File: config.mk
export PLATFORM = sky130hd
export DESIGN_NAME = uart_frame_loader
export DESIGN_NICKNAME = d
export VERILOG_FILES = /design/src/rtl/uart_frame_loader.sv
export SDC_FILE = /design/constraint.sdc
export NUM_CORES = 1
export LEC_CHECK = 0
export CAP_MARGIN = 10
export CORE_ASPECT_RATIO = 0.8
export CORE_UTILIZATION = 60
export DETAILED_ROUTE_END_ITERATION = 8
export GPL_ROUTABILITY_DRIVEN = 0
export PLACE_DENSITY_LB_ADDON = 0.12
export SYNTH_ARGS = -nofsm -noshare
export SYNTH_HDL_FRONTEND = slang
export SYNTH_SLANG_ARGS = --single-unit
export TNS_END_PERCENT = 20
File: constraint.sdc
create_clock -name clk -period 6 [get_ports clk]
set_input_delay 1.2 -clock clk [delete_from_list [all_inputs] [get_ports clk]]
set_output_delay 1.2 -clock clk [all_outputs]
set_load 0.05 [all_outputs]
File: src/rtl/uart_frame_loader.sv
// Command-frame controller behind the UART receiver: parses SYNC/CMD/ADDR/LEN/DATA/CSUM
// frames into byte memory writes and RUN requests, with XOR checksum and inter-byte timeout.
module uart_frame_loader #(
  parameter int          TIMEOUT_WIDTH = 16,
  parameter logic [7:0]  SYNC_BYTE     = 8'hA5
) (
  input  logic       clk,
  input  logic       rst_n,
  input  logic [7:0] rx_data,
  input  logic       rx_ready,
  output logic       mem_we,
  output logic [7:0] mem_addr,
  output logic [7:0] mem_wdata,
  output logic       run_start,
  output logic [7:0] run_addr,
  output logic       frame_ok,
  output logic       frame_err,
  output logic [1:0] err_code,
  output logic       busy
);

  localparam logic [7:0] CMD_WRITE = 8'h01;
  localparam logic [7:0] CMD_RUN   = 8'h02;

  typedef enum logic [2:0] {
    S_IDLE, S_CMD, S_ADDR, S_LEN, S_DATA, S_CHECK
  } state_t;

  typedef enum logic [1:0] {
    ERR_NONE = 2'd0, ERR_CMD = 2'd1, ERR_CSUM = 2'd2, ERR_TIMEOUT = 2'd3
  } err_t;

  state_t                   state_q, state_d;
  logic                     rx_ready_q;
  logic                     byte_stb;
  logic                     is_run_q;
  logic [7:0]               base_addr_q;
  logic [7:0]               len_q;
  logic [7:0]               idx_q;
  logic [7:0]               csum_q;
  logic [TIMEOUT_WIDTH-1:0] tmo_cnt_q;
  logic                     tmo_hit;
  logic                     wr_d, ok_d, err_d;
  err_t                     code_d;

  assign byte_stb = rx_ready & ~rx_ready_q;
  // A byte arriving on the terminal count takes priority over the timeout.
  assign tmo_hit  = (state_q != S_IDLE) && (tmo_cnt_q == '1) && !byte_stb;
  assign busy     = (state_q != S_IDLE);

  always_comb begin
    // NOTE: every always_comb output gets a default first so no path can infer a latch.
    state_d = state_q;
    wr_d    = 1'b0;
    ok_d    = 1'b0;
    err_d   = 1'b0;
    code_d  = ERR_NONE;
    if (byte_stb) begin
      case (state_q)
        S_IDLE:  if (rx_data == SYNC_BYTE) state_d = S_CMD;
        S_CMD: begin
          if (rx_data == CMD_WRITE || rx_data == CMD_RUN) begin
            state_d = S_ADDR;
          end else begin
            state_d = S_IDLE;
            err_d   = 1'b1;
            code_d  = ERR_CMD;
          end
        end
        S_ADDR:  state_d = S_LEN;
        S_LEN:   state_d = (!is_run_q && rx_data != 8'd0) ? S_DATA : S_CHECK;
        S_DATA: begin
          wr_d = 1'b1;
          if (8'(idx_q + 8'd1) == len_q) state_d = S_CHECK;
        end
        S_CHECK: begin
          state_d = S_IDLE;
          if (rx_data == csum_q) begin
            ok_d = 1'b1;
          end else begin
            err_d  = 1'b1;
            code_d = ERR_CSUM;
          end
        end
        default: state_d = S_IDLE;
      endcase
    end else if (tmo_hit) begin
      state_d = S_IDLE;
      err_d   = 1'b1;
      code_d  = ERR_TIMEOUT;
    end
  end

  always_ff @(posedge clk) begin
    // NOTE: sequential state uses non-blocking assignments so every register sees pre-edge values.
    if (!rst_n) begin
      state_q     <= S_IDLE;
      rx_ready_q  <= 1'b0;
      is_run_q    <= 1'b0;
      base_addr_q <= '0;
      len_q       <= '0;
      idx_q       <= '0;
      csum_q      <= '0;
      tmo_cnt_q   <= '0;
      mem_we      <= 1'b0;
      mem_addr    <= '0;
      mem_wdata   <= '0;
      run_start   <= 1'b0;
      run_addr    <= '0;
      frame_ok    <= 1'b0;
      frame_err   <= 1'b0;
      err_code    <= '0;
    end else begin
      state_q    <= state_d;
      rx_ready_q <= rx_ready;

      if (state_q == S_IDLE || byte_stb) tmo_cnt_q <= '0;
      else                               tmo_cnt_q <= tmo_cnt_q + 1'b1;

      if (byte_stb) begin
        case (state_q)
          S_IDLE: begin
            csum_q <= '0;
            idx_q  <= '0;
          end
          S_CMD: begin
            is_run_q <= (rx_data == CMD_RUN);
            csum_q   <= rx_data;
          end
          S_ADDR: begin
            base_addr_q <= rx_data;
            csum_q      <= csum_q ^ rx_data;
          end
          S_LEN: begin
            len_q  <= rx_data;
            csum_q <= csum_q ^ rx_data;
          end
          S_DATA: begin
            csum_q <= csum_q ^ rx_data;
            idx_q  <= idx_q + 8'd1;
          end
          default: ;
        endcase
      end

      mem_we <= wr_d;
      if (wr_d) begin
        mem_addr  <= base_addr_q + idx_q;
        mem_wdata <= rx_data;
      end

      frame_ok  <= ok_d;
      frame_err <= err_d;
      run_start <= ok_d && is_run_q;
      if (ok_d && is_run_q) run_addr <= base_addr_q;
      if (ok_d)       err_code <= ERR_NONE;
      else if (err_d) err_code <= code_d;
    end
  end

endmodule

Word-level counts from Yosys, hierarchy flattened
Cells that the tools add are included.
{ "word_totals": {"word_cells": 83, "input_bits": 11, "ff_bits": 83} }
{ "classes": {"n_reduce_logical": 23, "muxes": 24, "eq_ne": 13, "addsub": 3, "n_bitwise": 4} }
{ "ops": {"columns": ["cell", "n"], "rows": [
  ["8-bit one-hot mux with 3 select lines", 1],
  ["16-bit by 1-bit adder with 16-bit output (second input constant)", 1],
  ["16-bit == test (second input constant)", 1],
  ["8-bit == test", 2],
  ["8-bit one-hot mux with 2 select lines", 1],
  ["3-bit one-hot mux with 5 select lines", 1],
  ["3-bit 2-to-1 mux", 4],
  ["1-bit 2-to-1 mux", 11],
  ["2-bit AND reduction", 5],
  ["8-bit by 1-bit adder with 8-bit output (second input constant)", 1],
  ["8-bit adder", 1],
  ["8-bit by 1-bit == test with 1-bit output (second input constant)", 1],
  ["8-bit by 2-bit == test with 1-bit output (second input constant)", 1],
  ["8-bit == test (second input constant)", 1],
  ["2-bit 2-to-1 mux", 4],
  ["8-bit nonzero test", 1],
  ["8-bit bitwise XOR", 1],
  ["3-bit by 2-bit == test with 1-bit output (second input constant)", 2],
  ["3-bit == test (second input constant)", 2],
  ["3-bit inequality test (second input constant)", 2],
  ["3-bit nonzero test", 2],
  ["1-bit logical AND", 4],
  ["2-bit one-hot mux with 2 select lines", 1],
  ["2-bit nonzero test", 2],
  ["other kinds (10)", 14]
]} }

Longest topological paths before layout
Gate-level depths: netlist (run 1).
{ "logic_depth": {"ltp_word": 6, "ltp_mapped": 9, "mapped_depth_nobuf": 9} }

Worst setup path before layout (run 1)
No wires, ideal clock.
{ "synth_path": {"path_type": "input to register", "startpoint": "input rx_data[2]", "endpoint": "register state_q[0]", "stages": 7, "required_time_ns": 5.927, "arrival_time_ns": 2.903, "setup_slack_ns": 3.024, "setup_ns": 0.073, "cell_sequence": "buf_2 or3_4 nor3_2 a41oi_1 or4_1 a211o_1 o22ai_2"} }
{ "synth_via": {"elab_chain_cells": 5, "elab_cells_between_ends": 8, "cone_classes": "2 x eq/ne; 3 x mux; 3 x reduce/logical"} }
{ "synth_lines": {"columns": ["element", "line_no", "source"], "rows": [
  ["start, declared", "9", "input logic [7:0] rx_data,"],
  ["8-bit nonzero test", "71", "S_LEN: state_d = (!is_run_q && rx_data != 8'd0) ? S_DATA : S_CHECK;"],
  ["1-bit logical AND", "71", null],
  ["1-bit 2-to-1 mux", "71", null],
  ["3-bit one-hot mux with 5 select lines", "59", "case (state_q)"],
  ["3-bit 2-to-1 mux", "58", "if (byte_stb) begin"],
  ["end signal, assigned", "114", "state_q <= state_d;"],
  ["end, declared", "33", "state_t state_q, state_d;"]
]} }
Several ways; a longest one is shown, not always the timed one.
A chain may end at the register's enable or synchronous reset.

Worst setup path in the final report (run 1)
{ "layout_path": {"startpoint": "input rx_ready", "endpoint": "register idx_q[5]"} }
{ "layout_via": {"elab_chain_cells": 2} }
{ "layout_lines": {"columns": ["element", "line_no", "source"], "rows": [
  ["start, declared", "10", "input logic rx_ready,"],
  ["1-bit bitwise AND", "46", "assign byte_stb = rx_ready & ~rx_ready_q;"],
  ["2-bit AND reduction (no source line)", null, null],
  ["end signal, assigned", "140", "idx_q <= idx_q + 8'd1;"],
  ["end, declared", "39", "logic [7:0] idx_q;"]
]} }
No other way between the ends.

==> results of run 1 <==
synth_stat cells, types with 7 or more instances:
master / number
and3_1: 7
clkbuf_1: 21
xnor2_1: 27
nor3_1: 8
inv_1: 12
nand2_1: 45
nor2_1: 70
a32oi_1: 8
xor2_1: 10
mux2i_1: 27
a21oi_1: 27
o21ai_0: 32
ha_1: 9
dfxtp_1: 83
nand3_1: 21
power groups by stage:
stage | Clock, uW | Sequential, uW | Combinational, uW
after floorplan | 0 | 564 | 22.8
after global placement | 0 | 564 | 35.5
after detailed placement | 0 | 564 | 36.0
after CTS | 408 | 551 | 36.3
after global routing | 431 | 551 | 40.1
final | 404 | 551 | 36.9
layer usage:
metal	global-route usage [%]	vias to the layer above
li1	-	1649
met1	36.1	1528
met2	43.7	107
met3	6.95	20
met4	12.5	0
met5	0	-
flip-flops by register name (all words and copies together), names as in the netlist, 2 cells and up:
signal       count
len_q            8
mem_addr         8
mem_wdata        8
base_addr_q      8
csum_q           8
tmo_cnt_q       16
run_addr         8
state_q          3
err_code         2
idx_q            8
per-stage QoR:
step	cells	instance area, um2
after floorplan	462	3890
after global placement	558	4310
after detailed placement	558	4310
final	574	4510
after global routing	574	4510
after CTS	574	4510
area by class of cell:
type / count / area, um2 / area share (%)
clock buffer: 9 / 124 / 2.75
clock inverter: 7 / 76.3 / 1.69
inverter: 12 / 45.0 / 1.00
multi-input combinational: 340 / 2080 / 46.2
sequential: 83 / 1660 / 36.9
tap: 81 / 101 / 2.25
timing repair buffer: 42 / 418 / 9.28
worst reg2reg max path: stages (launching register included):
cell and delay [ps]:
dfxtp_1 310, nor2b_1 470, and3_1 730, nand2_1 310
o21ai_0 260, nand2_1 80, o31ai_1 70
cells by family after synthesis:
logic type	synth area share [%]
AO/OA/AOI/OAI	13.7
XOR/XNOR	8.32
adder cells (fa/ha/maj)	3.41
buffers and inverters	3.92
flip-flops	42.7
multiplexers	6.94
AND/OR/NAND/NOR	21.1
worst min path at each step:
| stage | start | end | slack, ps |
|---|---|---|---|
| 2_1_floorplan | tmo_cnt_q[0]$_SDFF_PP0_ | tmo_cnt_q[0]$_SDFF_PP0_ | 430 |
| 3_3_place_gp | mem_addr[4]$_SDFFE_PN0P_ | mem_addr[4]$_SDFFE_PN0P_ | 440 |
| 3_5_place_dp | mem_addr[4]$_SDFFE_PN0P_ | mem_addr[4]$_SDFFE_PN0P_ | 450 |
| 4_1_cts | mem_addr[4]$_SDFFE_PN0P_ | mem_addr[4]$_SDFFE_PN0P_ | 460 |
| 5_1_grt | mem_wdata[5]$_SDFFE_PN0P_ | mem_wdata[5]$_SDFFE_PN0P_ | 480 |
| 6_report | mem_addr[4]$_SDFFE_PN0P_ | mem_addr[4]$_SDFFE_PN0P_ | 460 |
==> results.toml, run 1 <==
[timing]
slew_headroom_pct = 26.6
worst_slack_ps = 2600
clock.fmax_mhz = 294
rsz0062_at_grt = "false"
min_period_ps = 3400
min_period_over_period_pct = 56.6
worst_slew_pin_slew_ps = 1070
holdWs_ps = 456
skew_ps = 8.75
hold_viol_final = 0
setup_viol = 0
drv_slew = 0
tns_ps = 0

[die]
die_width_um = 92.1
die_y_um = 74.1
fp.coreArea_um2 = 6070
die_area_um2 = 6820
start_util_pct = 64.2
row_count = 25
pin_count = 42

[layout]
layout_common_cells = "dfxtp_1 (83), nor2_1 (70), nand2_1 (45)"
syn_to_final_growth_pct = 15.7
n_antenna_cell = 0
num-nets-final = 509
layout-drive-gt1-share_pct = 4.26
layout.cells.most_common = "dfxtp_1"
fill_cells = 463
utilization_pct = 74.2

[synth]
ys_top_cells_by_area = "dfxtp_1 (43%), mux2i_1 (6.9%), nor2_1 (6.7%)"
synthCells = 462
synthFlopType = "dfxtp_1"
synth_top_area_share_pct = 42.7
netlist_area_um2 = 3890
ys_seq_area_share_pct = 42.7
synthArstFlopShare_pct = 0
synth.distinct_cells = 44
yosysTopAreaCell = "dfxtp_1"
yosys_register_bits = 83
synth_nets = 483
yosys_warnings = 0
synth_edf_count = 0
avgSynthCellArea_um2 = 8.43

[pwr]
switchingPower_uw = 235
p_sw_share_pct = 23.7
p_seq_share_pct = 55.5
p_leak_uw = 0.00175
power.density_nw_per_um2 = 220
p_comb_share_pct = 3.7
ir_drop_mv = 0.150
p_int_uw = 757
power_uw = 992
clkPwrFrac_pct = 40.8

[clock_network]
numCtsBuffers = 9
clock-root-buffer = "clkbuf_8"
cts_setup_buffers = 0
cts_tree = "built"
ctsResizeCount = 0
hold_buffers = 0
cts.clk_slew.worst_paths_ps = 80
cts_sinks = 83
cts_max_path_buffers = 2
clock_latency_ps = 360
ctsHtreeMaxLevel = 3

[critical_path]
path_depth = 7
r2r-start = "rx_ready_q$_SDFF_PN0_"
crit_path_start_kind = "input port"
critPathTopFamily = "simple AND/OR/NAND/NOR gates"
arrival_ps = 3660
required_ps = 6260
reg2reg_depth = 6
slowest_delay_ps = 730
cpMostUsedCell = "nand2_1"
regToRegEndpoint = "idx_q[5]$_SDFFE_PN0P_"
crit_buf_inv = 1
startpoint = "rx_ready"
crit_path_top_delay_cell = "and3_1"
worst-setup-path-type = "input port to flop"
r2r_setup_slack_ps = 3670
worstPathCellList = "clkdlybuf4s50_1 -> nor2b_1 -> and3_1 -> nand2_1 -> o21ai_0 -> nand2_1 -> o31ai_1"
cp_max_fo = 18
cp-end-kind = "flop"
cp-endpoint = "idx_q[5]$_SDFFE_PN0P_"

[drt]
routedWlPerCell_um = 15.5
drc = 0
antenna_left = 0
drt-met1-wl_um = 4090
drt_pass1_iterations = 4
viasPerCell = 5.76
wl_met2_um = 4060
dr_wl_met3_um = 541
top_layer_used = "met4"
routed_wl_um = 8900
drtIter0Drc = 193
num_vias = 3304

[global_routing]
grt_pass1_vias = 3036
overflow = 0
grt_pass1_wl_um = 14500
antenna_found_initial = 0
grt_max_degree = 39
grtUsageTotal_pct = 27.6

[place]
io_buffers = 41
dp_hpwl_um = 6320
preCtsSetupSlack_ps = 2340

[worst_hold_path]
hold_class = "flop to flop"
min_path_cells = 2

[run_status]
status = "completed"

[job]
cap_violations = 0
No activity file was read; power rests on OpenSTA's default activity.
==> inputs of run 2 (changes only) <==
--- a/config.mk
+++ b/config.mk
@@ -7,7 +7,7 @@
 export LEC_CHECK = 0
 export CAP_MARGIN = 10
 export CORE_ASPECT_RATIO = 0.8
-export CORE_UTILIZATION = 60
+export CORE_UTILIZATION = 51
 export DETAILED_ROUTE_END_ITERATION = 8
 export GPL_ROUTABILITY_DRIVEN = 0
 export PLACE_DENSITY_LB_ADDON = 0.12
==> constraint.sdc (replaced) <==
create_clock -name clk -period 3.1 [get_ports clk]
set_input_delay 0.62 -clock clk [delete_from_list [all_inputs] [get_ports clk]]
set_output_delay 0.62 -clock clk [all_outputs]
set_load 0.05 [all_outputs]
==> results.toml, run 2 (same netlist as run 1, synthesis figures left out) <==
[global_routing]
grtUsageTotal_pct = 23.9
antenna_found_initial = 0
grt_pass1_wl_um = 14700
grt_max_degree = 45
overflow = 0
grt_pass1_vias = 2999

[critical_path]
worst-setup-path-type = "flop to primary output"
arrival_ps = 2180
crit_path_start_kind = "flop"
reg2reg_depth = 6
cp-end-kind = "primary output"
regToRegEndpoint = "state_q[0]$_SDFFE_PN0P_"
required_ps = 2480
r2r_setup_slack_ps = 820
cp_max_fo = 17
r2r-start = "state_q[2]$_SDFFE_PN0P_"

[pwr]
p_sw_share_pct = 21.1
switchingPower_uw = 459
p_seq_share_pct = 49.0
p_comb_share_pct = 4.1
ir_drop_mv = 0.391
power.density_nw_per_um2 = 460
p_int_uw = 1720
p_leak_uw = 0.00187
clkPwrFrac_pct = 47.0
power_uw = 2180

[layout]
largest_reg_flops = 16
utilization_pct = 64.1
layout.cells.most_common = "dfxtp_1"
syn_to_final_growth_pct = 21.7
design_area_um2 = 4740
layout_common_cells = "dfxtp_1 (83), nor2_1 (70), nand2_1 (45)"
n_antenna_cell = 0
layout-drive-gt1-share_pct = 7.27
largest-register = "tmo_cnt_q"
num-nets-final = 526

[die]
start_util_pct = 52.7
fp.coreArea_um2 = 7390
die_width_um = 99.7
die_area_um2 = 7990
row_count = 28
die_y_um = 80.2
pin_count = 42

[clock_network]
cts_sinks = 83
hold_buffers = 0
cts_tree = "built"
ctsHtreeMaxLevel = 3
clock_latency_ps = 370
cts.clk_slew.worst_paths_ps = 90
numCtsBuffers = 9
cts_max_path_buffers = 2
cts_setup_buffers = 0
ctsResizeCount = 0
clock-root-buffer = "clkbuf_8"

[timing]
rsz0062_at_grt = "false"
tns_ps = 0
slew_headroom_pct = 61.3
setup_viol = 0
skew_ps = 8.60
min_period_ps = 2800
worst_slew_pin_slew_ps = 579
hold_viol_final = 0
drv_slew = 0
clock.fmax_mhz = 358
min_period_over_period_pct = 90.2

[drt]
antenna_left = 0
viasPerCell = 5.46
drtIter0Drc = 176
drt_pass1_iterations = 4
drc = 0
routedWlPerCell_um = 14.6
routed_wl_um = 8980
num_vias = 3353

[job]
cap_violations = 0

[place]
io_buffers = 41
dp_hpwl_um = 6330
dpl_cell_area_um2 = 4480

[worst_hold_path]
hold_class = "flop to flop"
min_path_cells = 2
worstHoldStart = "mem_wdata[1]$_SDFFE_PN0P_"
hold_end = "mem_wdata[1]$_SDFFE_PN0P_"

[run_status]
status = "completed"
## run 2: cell count changes in the layout (fill, tap and decap cells not counted), sizes merged
cell	change
clkinv	-2
bufinv	+3
clkinvlp	-2
buf	+17
## run 2: layout make-up
type | instances | area, um2
timing repair buffer | 59 | 558
sequential | 83 | 1660
multi-input combinational | 340 | 2080
clock inverter | 6 | 138
inverter | 12 | 45.0
fill | 660 | 2660
tap | 105 | 131
clock buffer | 9 | 124
## run 2: how the worst max path moves through the flow
| stage | startpoint | end | slack [ps] |
|---|---|---|---|
| 4_1_cts | state_q[2]$_SDFFE_PN0P_ | busy | 330 |
| 6_report | state_q[2]$_SDFFE_PN0P_ | busy | 300 |
| 3_3_place_gp | rx_data[2] | state_q[0]$_SDFFE_PN0P_ | 270 |
| 3_5_place_dp | rx_data[2] | state_q[0]$_SDFFE_PN0P_ | 250 |
| 5_1_grt | state_q[2]$_SDFFE_PN0P_ | busy | 220 |
| 2_1_floorplan | rx_data[2] | state_q[0]$_SDFFE_PN0P_ | 700 |
## run 2: worst max-delay path: stages, from the launching register on
cell and delay, ps:
dfxtp_1 480, nor3_1 530, inv_1 90, clkdlybuf4s50_1 720
## run 2: per-stage QoR
stage          hold slack, ps  std cells  setup slack (ps)
2_1_floorplan             430        462               704
3_3_place_gp              440        599               271
3_5_place_dp              447        599               250
4_1_cts                   461        614               334
5_1_grt                   487        614               222
6_report                  459        614               304
## run 2: layer usage
metal  vias to the layer above  global-route usage (%)  part of all wire (%)
li1                       1681                       -                     -
met5                         -                       0                     0
met1                      1594                    33.0                    50
met2                        67                    36.5                    45
met3                        11                    6.09                   4.1
met4                         0                    7.21                   1.3
## run 2: power by group through the flow
stage	sequential [uW]	combinational, uW	clock [uW]
3_5_place_dp	1090	87.1	0
4_1_cts	1070	87.9	1040
5_1_grt	1070	95.6	1080
3_3_place_gp	1090	86.0	0
2_1_floorplan	1090	44.2	0
6_report	1070	88.3	1020
